**src/rtl/ras_pkg.sv**
```systemverilog
// ============================================================================
// Module  : ras_pkg
// Purpose : Shared types and constants for the return-address-stack controller.
// Revision: 1.0
// ============================================================================
`default_nettype none

package ras_pkg;

    // Pending entries are stored at this width and zero-extended from ADDR_W.
    localparam int RAS_MAX_ADDR_W = 64;
    localparam int RET_OFFSET     = 8;

    typedef enum logic [1:0] {
        IDLE    = 2'd0,
        DS_WAIT = 2'd1,
        REDIR   = 2'd2
    } ras_state_e;

    typedef struct packed {
        logic                      has_pred;
        logic [RAS_MAX_ADDR_W-1:0] target;
    } pend_entry_t;

endpackage

`default_nettype wire

```
**src/rtl/ras_pend_fifo.sv**
```systemverilog
// ============================================================================
// Module  : ras_pend_fifo
// Purpose : Circular FIFO of in-flight return predictions awaiting EX resolution.
// Revision: 1.0
// ============================================================================
`default_nettype none

module ras_pend_fifo
    import ras_pkg::*;
#(
    parameter int DEPTH = 4
) (
    input  logic        clk,
    input  logic        reset,
    input  logic        i_clr,
    input  logic        i_wr,
    input  pend_entry_t i_wr_data,
    input  logic        i_rd,
    output pend_entry_t o_rd_data,
    output logic        o_full,
    output logic        o_empty
);

    localparam int PTR_W = $clog2(DEPTH);

    pend_entry_t       r_mem [DEPTH];
    logic [PTR_W-1:0]  r_wr_ptr;
    logic [PTR_W-1:0]  r_rd_ptr;
    logic [PTR_W:0]    r_count;
    logic              w_do_rd;
    logic              w_do_wr;

    assign o_full    = (r_count == (PTR_W+1)'(DEPTH));
    assign o_empty   = (r_count == '0);
    assign o_rd_data = r_mem[r_rd_ptr];

    // A read in the same cycle frees a slot, so a write at full still lands.
    assign w_do_rd = i_rd & ~o_empty;
    assign w_do_wr = i_wr & (~o_full | w_do_rd);

    always_ff @(posedge clk) begin
        if (w_do_wr) begin
            r_mem[r_wr_ptr] <= i_wr_data;
        end
    end

    always_ff @(posedge clk) begin
        if (reset || i_clr) begin
            r_wr_ptr <= '0;
            r_rd_ptr <= '0;
            r_count  <= '0;
        end else begin
            if (w_do_wr) begin
                r_wr_ptr <= r_wr_ptr + PTR_W'(1);
            end
            if (w_do_rd) begin
                r_rd_ptr <= r_rd_ptr + PTR_W'(1);
            end
            case ({w_do_wr, w_do_rd})
                2'b10:   r_count <= r_count + (PTR_W+1)'(1);
                2'b01:   r_count <= r_count - (PTR_W+1)'(1);
                default: r_count <= r_count;
            endcase
        end
    end

endmodule

`default_nettype wire

```
**src/rtl/ras_ctrl.sv**
```systemverilog
// ============================================================================
// Module  : ras_ctrl
// Purpose : Drives the return address stack from decoded call/return events,
//           redirects fetch after the delay slot and checks predictions in EX.
// Revision: 1.0
// ============================================================================
`default_nettype none

module ras_ctrl
    import ras_pkg::*;
#(
    parameter int ADDR_W     = 32,
    parameter int PEND_DEPTH = 4
) (
    input  logic              clk,
    input  logic              reset,
    input  logic              flush,
    input  logic              id_valid,
    input  logic              id_call,
    input  logic              id_ret,
    input  logic [ADDR_W-1:0] id_pc,
    input  logic [ADDR_W-1:0] ras_top,
    input  logic              ras_empty,
    output logic              ras_push,
    output logic              ras_pop,
    output logic [ADDR_W-1:0] ras_data,
    output logic              ras_clear,
    input  logic              ex_ret_valid,
    input  logic [ADDR_W-1:0] ex_ret_target,
    output logic              pred_valid,
    output logic [ADDR_W-1:0] pred_target,
    output logic              mispredict,
    output logic              err_overflow
);

    ras_state_e        r_state;
    ras_state_e        w_state_nxt;
    logic [ADDR_W-1:0] r_target;
    logic              r_mis;
    logic              r_err;

    logic              w_acc;
    logic              w_idle;
    logic              w_ret_idle;
    logic              w_deq;
    logic              w_pend_full;
    logic              w_enq;
    logic              w_mis;
    logic              w_fifo_full;
    logic              w_fifo_empty;
    pend_entry_t       w_enq_entry;
    pend_entry_t       w_head;

    // The REDIR slot is squashed downstream, so nothing in ID counts then.
    assign w_idle     = (r_state == IDLE);
    assign w_acc      = id_valid & ~flush & ~reset & (r_state != REDIR);
    assign w_ret_idle = w_acc & id_ret & w_idle;

    assign w_deq       = ex_ret_valid & ~flush & ~reset & ~w_fifo_empty;
    assign w_pend_full = w_fifo_full & ~w_deq;
    assign w_enq       = w_ret_idle & ~w_pend_full;

    assign w_enq_entry.has_pred = ~ras_empty;
    assign w_enq_entry.target   = RAS_MAX_ADDR_W'(ras_top);

    assign w_mis = w_deq & w_head.has_pred &
                   (w_head.target != RAS_MAX_ADDR_W'(ex_ret_target));

    assign ras_push = w_acc & id_call & w_idle;
    assign ras_pop  = w_ret_idle & ~ras_empty & ~w_pend_full;
    assign ras_data = ras_push ? (id_pc + ADDR_W'(RET_OFFSET)) : '0;

    assign pred_valid   = (r_state == REDIR) & ~flush & ~reset;
    assign pred_target  = pred_valid ? r_target : '0;
    assign mispredict   = r_mis & ~reset;
    assign ras_clear    = r_mis & ~reset;
    assign err_overflow = r_err & ~reset;

    ras_pend_fifo #(
        .DEPTH (PEND_DEPTH)
    ) u_pend_fifo (
        .clk       (clk),
        .reset     (reset),
        .i_clr     (flush | w_mis),
        .i_wr      (w_enq),
        .i_wr_data (w_enq_entry),
        .i_rd      (w_deq),
        .o_rd_data (w_head),
        .o_full    (w_fifo_full),
        .o_empty   (w_fifo_empty)
    );

    always_comb begin
        w_state_nxt = r_state;
        case (r_state)
            IDLE:    if (w_enq && !ras_empty) w_state_nxt = DS_WAIT;
            DS_WAIT: if (w_acc)               w_state_nxt = REDIR;
            REDIR:                            w_state_nxt = IDLE;
            default:                          w_state_nxt = IDLE;
        endcase
        if (flush || w_mis) begin
            w_state_nxt = IDLE;
        end
    end

    always_ff @(posedge clk) begin
        if (reset) begin
            r_state  <= IDLE;
            r_target <= '0;
            r_mis    <= 1'b0;
            r_err    <= 1'b0;
        end else begin
            r_state <= w_state_nxt;
            r_mis   <= w_mis;
            if (w_idle && w_enq && !ras_empty) begin
                r_target <= ras_top;
            end
            if (w_ret_idle && w_pend_full) begin
                r_err <= 1'b1;
            end
        end
    end

endmodule

`default_nettype wire
```
**config.mk**
```make
export PLATFORM = sky130hd
export DESIGN_NAME = ras_ctrl
export DESIGN_NICKNAME = d
export VERILOG_FILES = /design/src/rtl/ras_pkg.sv /design/src/rtl/ras_pend_fifo.sv /design/src/rtl/ras_ctrl.sv
export SDC_FILE = /design/constraint.sdc
export NUM_CORES = 1
export LEC_CHECK = 0
export BUFFER_PORTS_ARGS = -buffer_cell sky130_fd_sc_hd__buf_2
export CAP_MARGIN = 20
export CELL_PAD_IN_SITES_DETAIL_PLACEMENT = 2
export CELL_PAD_IN_SITES_GLOBAL_PLACEMENT = 2
export CORE_ASPECT_RATIO = 0.9
export CORE_UTILIZATION = 39
export DETAILED_ROUTE_END_ITERATION = 10
export PLACE_DENSITY = 0.8
export SETUP_SLACK_MARGIN = 0.02
export SKIP_LAST_GASP = 1
export SLEW_MARGIN = 25
export SYNTH_ARGS = -nofsm -noshare
export SYNTH_HDL_FRONTEND = slang
export SYNTH_SLANG_ARGS = --single-unit
```
**constraint.sdc**
```tcl
create_clock -name clk -period 5.7 [get_ports clk]
set_clock_uncertainty 0.2 [all_clocks]
set_input_delay 0.57 -clock clk [delete_from_list [all_inputs] [get_ports clk]]
set_output_delay 0.57 -clock clk [all_outputs]
set_load 0.005 [all_outputs]
```
### Word level (Yosys, flattened, before mapping)

Memory sizes are Yosys's and may differ from the RTL's. A register that Yosys moved wholly into a read port is not among the register bits.
Index checks and enable logic that the tools add are counted.
Widths: inputs -> output; s select.

* register bits: 43
* latch bits: 0
* memory bits (writable): 132
* ROM bits: 0
* input port bits: 104
* output and inout port bits: 70
* logic and storage cells: 75
* memories: 1

* add/sub/neg operators: 5
* multiply operators: 0
* divide/modulo/power cells: 0
* order comparisons: 0
* eq/ne operators: 9
* shifts and indexed selects: 0
* multiplexer cells: 10
* bitwise operators: 31
* reduce and logical (&&, ||, !) cells: 12

Memories
* u_pend_fifo.r_mem: depth 4, width 33, rd ports 1, clocked after memory_dff 1, wr ports 1, line ras_pend_fifo.sv:26 `pend_entry_t r_mem [DEPTH];`

Operators by type and width (number)
* $mux 32: 2
* $ne 64x32->1: 1
* $add 32x4->32 const B: 1
* $and 1x1->1: 22
* $mux 2: 4
* $not 1->1: 7
* $pmux 3 s2: 1
* $add 2x1->2 const B: 2
* $eq 2x1->1 const B: 2
* $eq 2x2->1 const B: 2
* $logic_and 1x1->1: 4
* $ne 2x2->1 const B: 2
* $pmux 2 s2: 1
* $add 3x1->3 const B: 1
* $eq 3x3->1 const B: 1
* $logic_not 3->1: 1
* $sub 3x1->3 const B: 1
* $logic_not 2->1: 1
* $logic_or 1x1->1: 2
* $mux 1: 2
* $ne 2x1->1 const B: 1
* $or 1x1->1: 2
* $reduce_and 2->1: 1
* $reduce_bool 2->1: 1
* other kinds (2): 2

### Logic depth before layout (Yosys ltp)

Gate-level depths: netlist (run 1).

* word-level depth: 11
* depth in mapped cells: 13
* gate-level depth less buffers: 11

### By module

From an unflattened synthesis (run 1), not the netlist that was laid out.

* cells, all modules: 778
* area, all modules: 12554.5 µm²

By module, submodules not included
* ras_pend_fifo: instances 1, cells each 395, area each 9834.4 µm², sequential area each 7987.7 µm²
* ras_ctrl: instances 1, cells each 383, area each 2720.1 µm², sequential area each 720.7 µm²

### Worst setup path after synthesis (run 1)

No wires, ideal clock.

* path type: input port to flip-flop
* from: input port flush
* to: memory u_pend_fifo.r_mem[0][0] (netlist bit) (enable)
* library setup time: 393 ps
* arrival time: 2486 ps
* data required time: 5107 ps
* slack: 2621 ps
* stages on the path: 5
* buffers on the path: 1
* cell sequence: or4b_1 > nor2_1 > and3_1 > buf_2 > and2_1

* longest elaborated chain between the ends: 11
* elaborated cells between the ends (all ways): 18
* classes of those cells: mux (2); bitwise (16)

RTL lines
* from (decl): line ras_ctrl.sv:17 `input logic flush,`
* $not 1->1 *: line ras_ctrl.sv:56, ras_ctrl.sv:59
* $and 1x1->1 (3 in series): line ras_ctrl.sv:59 `assign w_deq = ex_ret_valid & ~flush & ~reset & ~w_fifo_empty;`
* $not 1->1: line ras_ctrl.sv:60 `assign w_pend_full = w_fifo_full & ~w_deq;`
* $and 1x1->1: line ras_ctrl.sv:60
* $not 1->1: line ras_ctrl.sv:61 `assign w_enq = w_ret_idle & ~w_pend_full;`
* $and 1x1->1: line ras_ctrl.sv:61
* $and 1x1->1 *: line ras_pend_fifo.sv:39 `assign w_do_wr = i_wr & (~o_full | w_do_rd);`
* $mux 1 *: line ras_pend_fifo.sv:42 `if (w_do_wr) begin`
* $mux 1 (not written as such) *: line ras_pend_fifo.sv:43 `r_mem[r_wr_ptr] <= i_wr_data;`
* to (decl): line ras_pend_fifo.sv:26

Every way passes the cells marked *; elsewhere a longest branch is shown, timed or not.

### Worst setup path after layout (run 1)

* from: input port reset
* to: output port ras_pop

* longest elaborated chain between the ends: 7
* elaborated cells between the ends (all ways): 12
* classes of those cells: bitwise (12)

RTL lines
* from (decl): line ras_ctrl.sv:16 `input logic reset,`
* $not 1->1 *: line ras_ctrl.sv:56, ras_ctrl.sv:59
* $and 1x1->1, on equally long branches (2 in series): line ras_ctrl.sv:56, ras_ctrl.sv:59
* $and 1x1->1 / $not 1->1 (equally long branches): line ras_ctrl.sv:57, ras_ctrl.sv:60
* $and 1x1->1, on equally long branches: line ras_ctrl.sv:57, ras_ctrl.sv:60
* $and 1x1->1 / $not 1->1 (equally long branches): line ras_ctrl.sv:70 `assign ras_pop = w_ret_idle & ~ras_empty & ~w_pend_full;`
* $and 1x1->1 *: line ras_ctrl.sv:70
* to (decl): line ras_ctrl.sv:25 `output logic ras_pop,`

Marks and branches as above.

==> impl_results.md, run 1 <==
- Outcome: completed
- Vias: 5383
- Placer Congestion: 0.715
- Cts bufs inserted: 17
- I/O Buffers: 173
- DRC: 0
- Rows: 48
- Worst-Skew Late Latency: between 0.4 and 0.5 ns
- Initial Util: 40.2%
- CTS tree: yes
- Initial antenna violation count: 1
- DIE HEIGHT: 136 µm
- Syn Area/Cell: approximately 14 µm²
- Post-CTS Setup Inserts: 0
- Syn Nets: 685
- GRT overflow: 0
- Hold-fix buffers, CTS: 0
- Post-Route WL: 23.8 mm
- HP Class: in2reg
- Library cells used by synthesis: 38
- Starting DRT DRC Count: 292
- Clock root cell: clkbuf_16
- # IOs: 174
- ANT nets after route: 0
- Worst endpoint required time: 4.93 ns
- Arrival @ worst endpoint: approximately 3.4 ns
- CTS H-tree lvls: 4
- Setup total negative slack: 0 ns
- Post-cts gate resize count: 0
- Max_cap viols: 0
- DP Wirelength: 16.2 mm
- DIE WIDTH: roughly 150 µm
- Wirelength per Cell: 23.7 µm
- Syn Inst Count: about 570
- Commonest non-fill, non-tap cell in the layout: buf_2
- Worst Path Class, Setup: in2out
- CP max FO: 47
- Largest net degree at the start of global routing: 48
- Share of cells above drive strength 1: approximately a third
- Final nets: 852
- Setup violators final: 0
- CTS max path bufs: 2
- Final cell count without fillers: 1005
- Fin crit share: 73.0%
- Via density: 5.36
- VDD IR-drop max: 0.191 mV
- Vias in the first global route: 6083
- Num Clock Sinks: 177
- Worst-path clk slew: 0.07 ns
- # placed instances: 972
- Total Power: 2.79 mW
- Drt pass-1 iters: 4
- Max Slew Vio Count: 0
- Sequential fraction of the synthesis area: 62.5%
- First-pass GRT wire length: 35.2 mm
- Synth Warn #: 0
- CORE AREA: approximately 0.019 mm²
- Final Hold Vio Count: 0
- Post-Syn Area: 0.00779 mm²
- All-layer global routing usage: 24.0%
- Most frequent cells in the layout: 173 x buf_2, 132 x edfxtp_1, 78 x nand2_1, 45 x xnor2_1, 44 x dfxtp_1
- Synth Flop Type: edfxtp_1
- Max Fclk: 0.240 GHz
- RSZ-0062 raised after global routing: no
- Slew HR: 30.7%
- P_leak: 3.44 nW
- Synth async-reset ratio: 0%
- Die Area: 0.0205 mm²
- Worst-Margin Slew: 1.04 ns
- Flops & latches, synth: 177
- Fin crit period: 4.16 ns
- CP Capture Type: output port
- EDFF count, synth: 132
- Pwr per Cell Area: roughly 300 mW/mm²
- P&R area growth vs syn: 21.6%
- Critical path launch point type: input port
## layer usage
| metal | track usage [%] | vias up | part of all wire [%] |
|---|---|---|---|
| li1 | - | 2414 | - |
| met1 | 27.8 | 2748 | 40 |
| met2 | 43.8 | 186 | 53 |
| met3 | 4.19 | 35 | 5.0 |
| met4 | 9.56 | 0 | 2.3 |
| met5 | 0 | - | 0 |
## where the power goes
group	leakage (nW)	total, mW	internal, mW	switching, mW
sequential	1.55	1.39	1.39	0.00403
combinational	1.59	0.135	0.0554	0.0793
clock	0.294	1.26	0.741	0.522
total	3.44	2.79	2.19	0.606
## registers in the layout, summed over array words and instances, names as in the netlist, named ones only
signal and count:
r_err 1, r_mis 1, r_state 2, r_target 32, u_pend_fifo.r_count 3, u_pend_fifo.r_mem 132
u_pend_fifo.r_rd_ptr 2, u_pend_fifo.r_wr_ptr 2
## Yosys cell counts, types with 3 or more instances
cell type / number / area share (%)
nand3_1: 13 / 0.84
and3_1: 12 / 0.96
inv_1: 9 / 0.43
clkbuf_1: 13 / 0.63
nand2_1: 78 / 3.8
edfxtp_1: 132 / 51
xnor2_1: 45 / 5.1
mux4_2: 23 / 6.7
and2_1: 38 / 3.1
mux4_1: 10 / 3.4
nor2_1: 38 / 1.8
buf_2: 5 / 0.32
and4_1: 4 / 0.45
buf_4: 3 / 0.29
nor4_1: 9 / 0.72
nor3_1: 3 / 0.19
ha_1: 6 / 0.96
buf_6: 4 / 0.58
a21oi_1: 35 / 2.2
dfxtp_1: 45 / 12
nand4_1: 11 / 0.88
xor2_1: 19 / 2.1
## cells by family after synthesis
group                    count (synthesis)  synth area share [%]
AND/OR/NAND/NOR                        216                  13.8
AO/OA/AOI/OAI                           38                  2.51
adder cells (fa/ha/maj)                  7                  1.22
buffers and inverters                   39                  2.79
flip-flops                             177                  62.5
XOR/XNOR                                64                  7.20
multiplexers                            33                  10.0
## worst paths after layout
check,start,endpoint,slack (ns),cells after the start
min,ras_top[14],u_pend_fifo.r_mem[1][14]$_DFFE_PP_,0.17,1
min reg2reg,r_target[19]$_SDFFE_PP0P_,r_target[19]$_SDFFE_PP0P_,0.27,2
max,reset,ras_pop,1.54,7
max reg2reg,flip-flop,flip-flop,2.18,7
## cell type report
| class | count | area [µm²] |
|---|---|---|
| diodes | 1 | 2.50 |
| clock buffers | 18 | 429 |
| clock inverters | 14 | 200 |
| fillers | 1937 | 9930 |
| inverters | 10 | 37.5 |
| multi-input cells | 358 | 2720 |
| flip-flops and latches | 177 | 4870 |
| well taps | 250 | 313 |
| repair buffers | 177 | 896 |
## worst max-delay path: stages
cell,delay [ns]
buf_2,0.43
or4b_1,0.63
nor2_1,0.32
and3_1,0.41
nand2_1,0.16
inv_2,0.59
buf_2,0.26
## through the flow
stage | cell area, µm² | util [%] | setup WS (ns) | hold WS, ns
3_5_place_dp | 8830 | 45.5 | 1.56 | 0.249
5_1_grt | 9470 | 48.8 | 1.34 | 0.167
6_report | 9470 | 48.8 | 1.54 | 0.166
3_3_place_gp | 8830 | 45.5 | 1.82 | 0.241
4_1_cts | 9460 | 48.8 | 1.53 | 0.152
2_1_floorplan | 7790 | - | 2.62 | 0.229
Power figures use the tool's default switching activity.
==> inputs of run 2 (changes only) <==
Settings changed: CORE_UTILIZATION 39 to 36, PLACE_DENSITY 0.8 to 0.75.
Clock period 5.7 ns to 3.97 ns, I/O delays scaled along.
==> run 2 against run 1 <==
  * Flip-flop and latch count is the same
  * Via count is 0.65% lower
  * Register-to-register slack worse by 1.6 ns
  * Sequential share of layout area decreased by 0.94 points
  * Cell count rose by 5.2%
  * Combinational power up 50%
  * Non-clock buffer count up 18
  * Largest cell class unchanged
  * Worst setup slack worse by 1.0 ns
  * Total power rose by 41%
  * First-iteration DRC count fell by 24%
  * Core utilization down 3.0 points
  * Critical endpoint is now u_pend_fifo.r_wr_ptr[1]$_SDFFE_PP0P_
  * Die area is 8.2% higher
==> impl_results.md, run 2 (synthesis gave the netlist of run 1 again) <==
- Max Fclk: about 0.29 GHz
- Cts bufs inserted: 17
- Commonest non-fill, non-tap cell in the layout: buf_2
- Multi-input gate area: 0.00272 mm²
- Max_cap viols: 0
- Fin crit share: 86.4%
- N_diodes: 0
- Drt pass-1 iters: 4
- Crit path max-delay family: compound AO/OA/AOI/OAI gates
- DIE HEIGHT: 142 µm
- Cells on Worst Hold Path: 1
- DIE WIDTH: 157 µm
- Vias: 5348
- Endpoint, Worst Hold: u_pend_fifo.r_mem[0][31]$_DFFE_PP_
- Worst-Margin Slew: 0.984 ns
- Setup violators final: 0
- Worst-path clk slew: 0.07 ns
- Worst endpoint required time: 4.05 ns
- Slew HR: between 30 and 40%
- DRC: 0
- CTS tree: yes
- Die Area: between 0.02 and 0.025 mm²
- Vias in the first global route: approximately 6000
- CORE AREA: 0.0210 mm²
- Wirelength per Cell: 22.0 µm
- Post-cts gate resize count: 0
- P&R area growth vs syn: 23.8%
- VDD IR-drop max: 0.306 mV
- Top flop regs: u_pend_fifo.r_mem x132, r_target x32, u_pend_fifo.r_count x3
- Starting DRT DRC Count: 223
- First-pass GRT wire length: 35.2 mm
- All-layer global routing usage: ~22%
- Worst Path Class, Setup: reg2reg
- Max stage delay on crit path: about 0.68 ns
- Post-Route WL: 23.2 mm
- Pwr per Cell Area: roughly 410 mW/mm²
- Outcome: completed
- RSZ-0062 raised after global routing: no
- I/O Buffers: 173
- Reg2Reg Capture Point: u_pend_fifo.r_wr_ptr[1]$_SDFFE_PP0P_
- Max Slew Vio Count: 0
- CTS H-tree lvls: 4
- Rows: 50
- CP max FO: 16
- WP buf/inv: 1
- Clock root cell: clkbuf_16
- CP Capture Type: flip-flop
- # IOs: 174
- Largest Register: u_pend_fifo.r_mem
- ANT nets after route: 0
- Min-delay src: ras_top[31]
- Total Power: 3.94 mW
- Post-CTS Setup Inserts: 0
- Initial antenna violation count: 0
- Share of cells above drive strength 1: between 30% and 40%
- Most frequent cells in the layout: 173 x buf_2, 132 x edfxtp_1, 78 x nand2_1, 45 x xnor2_1, 44 x dfxtp_1
- DP Wirelength: about 16 mm
- Largest net degree at the start of global routing: 46
- Via density: 5.06
- Fin crit period: roughly 3.4 ns
- GRT overflow: 0
- Worst hold margin: between 0.015 and 0.02 ns
- Initial Util: 37.1%
- Critical path launch point type: flip-flop
- Sequential standard cell area: 0.00487 mm²
- Final Hold Vio Count: 0
- Num Clock Sinks: 177
- Placer Congestion: ~0.75
- HP Class: in2reg
- Largest register FFs: 132
- Fillers: roughly 2100
- Critical path cell sequence: buf_4, mux4_1, xnor2_1, nand4_1, nor4_1, a21oi_1, a2111oi_0
- P_leak: ~3.5 nW
- Hold-fix buffers, CTS: 5
- Worst Reg-to-Reg Cells: 7
- CTS max path bufs: 2
- Setup total negative slack: 0 ns
- Arrival @ worst endpoint: 3.51 ns
- CP max-delay cell: dfxtp_2
- Reg2reg setup slack: 0.54 ns
- Worst-Skew Late Latency: 0.43 ns
- Final nets: 870
[run 2: metrics by stage]
step,util (%),instance area [µm²],instances,setup WS (ns)
after floorplan,-,7790,574,1.06
after global placement,42.7,8980,1021,0.749
after detailed placement,42.7,8980,1021,0.483
after CTS,45.9,9640,1057,0.472
after global routing,45.9,9640,1057,0.289
final,45.9,9640,1057,0.542
[run 2: area by class of cell]
cell class	count	area share (%)
Timing Repair Buffer	195	11.0
Multi-Input combinational cell	358	28.2
Clock inverter	8	1.32
Tap cell	286	3.71
Inverter	10	0.389
Clock buffer	23	4.96
Sequential cell	177	50.5
[run 2: how the worst max path moves through the flow]
stage	from	to	slack [ns]	cells after the start
floorplan	flush	u_pend_fifo.r_mem[0][0]$_DFFE_PP_	1.06	5
global placement	flip-flop	u_pend_fifo.r_wr_ptr[1]$_SDFFE_PP0P_	0.75	7
detailed placement	flip-flop	u_pend_fifo.r_wr_ptr[1]$_SDFFE_PP0P_	0.48	7
CTS	flip-flop	u_pend_fifo.r_wr_ptr[1]$_SDFFE_PP0P_	0.47	7
global route	flip-flop	u_pend_fifo.r_wr_ptr[1]$_SDFFE_PP0P_	0.29	7
finish	flip-flop	u_pend_fifo.r_wr_ptr[1]$_SDFFE_PP0P_	0.54	7
[run 2: power breakdown]
part / total [mW] / switching, mW / internal, mW
clock network: 1.74 / 0.698 / 1.04
logic: 0.202 / 0.118 / 0.0847
registers: 2.00 / 0.00495 / 2.00
total: 3.94 / 0.821 / 3.12
[run 2: layer usage]
layer,share of wire (%),up-vias,GRT usage [%],wire length (µm)
li1,-,2448,-,-
met1,42,2732,26.6,9670
met2,53,157,39.8,12200
met3,5.1,11,4.22,1170
met4,0.54,0,4.39,126
met5,0,-,0,0
[run 2: worst register-to-register path: cells and delay by family, from the launching register on]
family | cells | cell delay, ns
AO/OA/AOI/OAI | 2 | 0.77
XOR/XNOR | 1 | 0.20
buffers and inverters | 1 | 0.33
flip-flops | 1 | 0.68
multiplexers | 1 | 0.61
AND/OR/NAND/NOR | 2 | 0.51
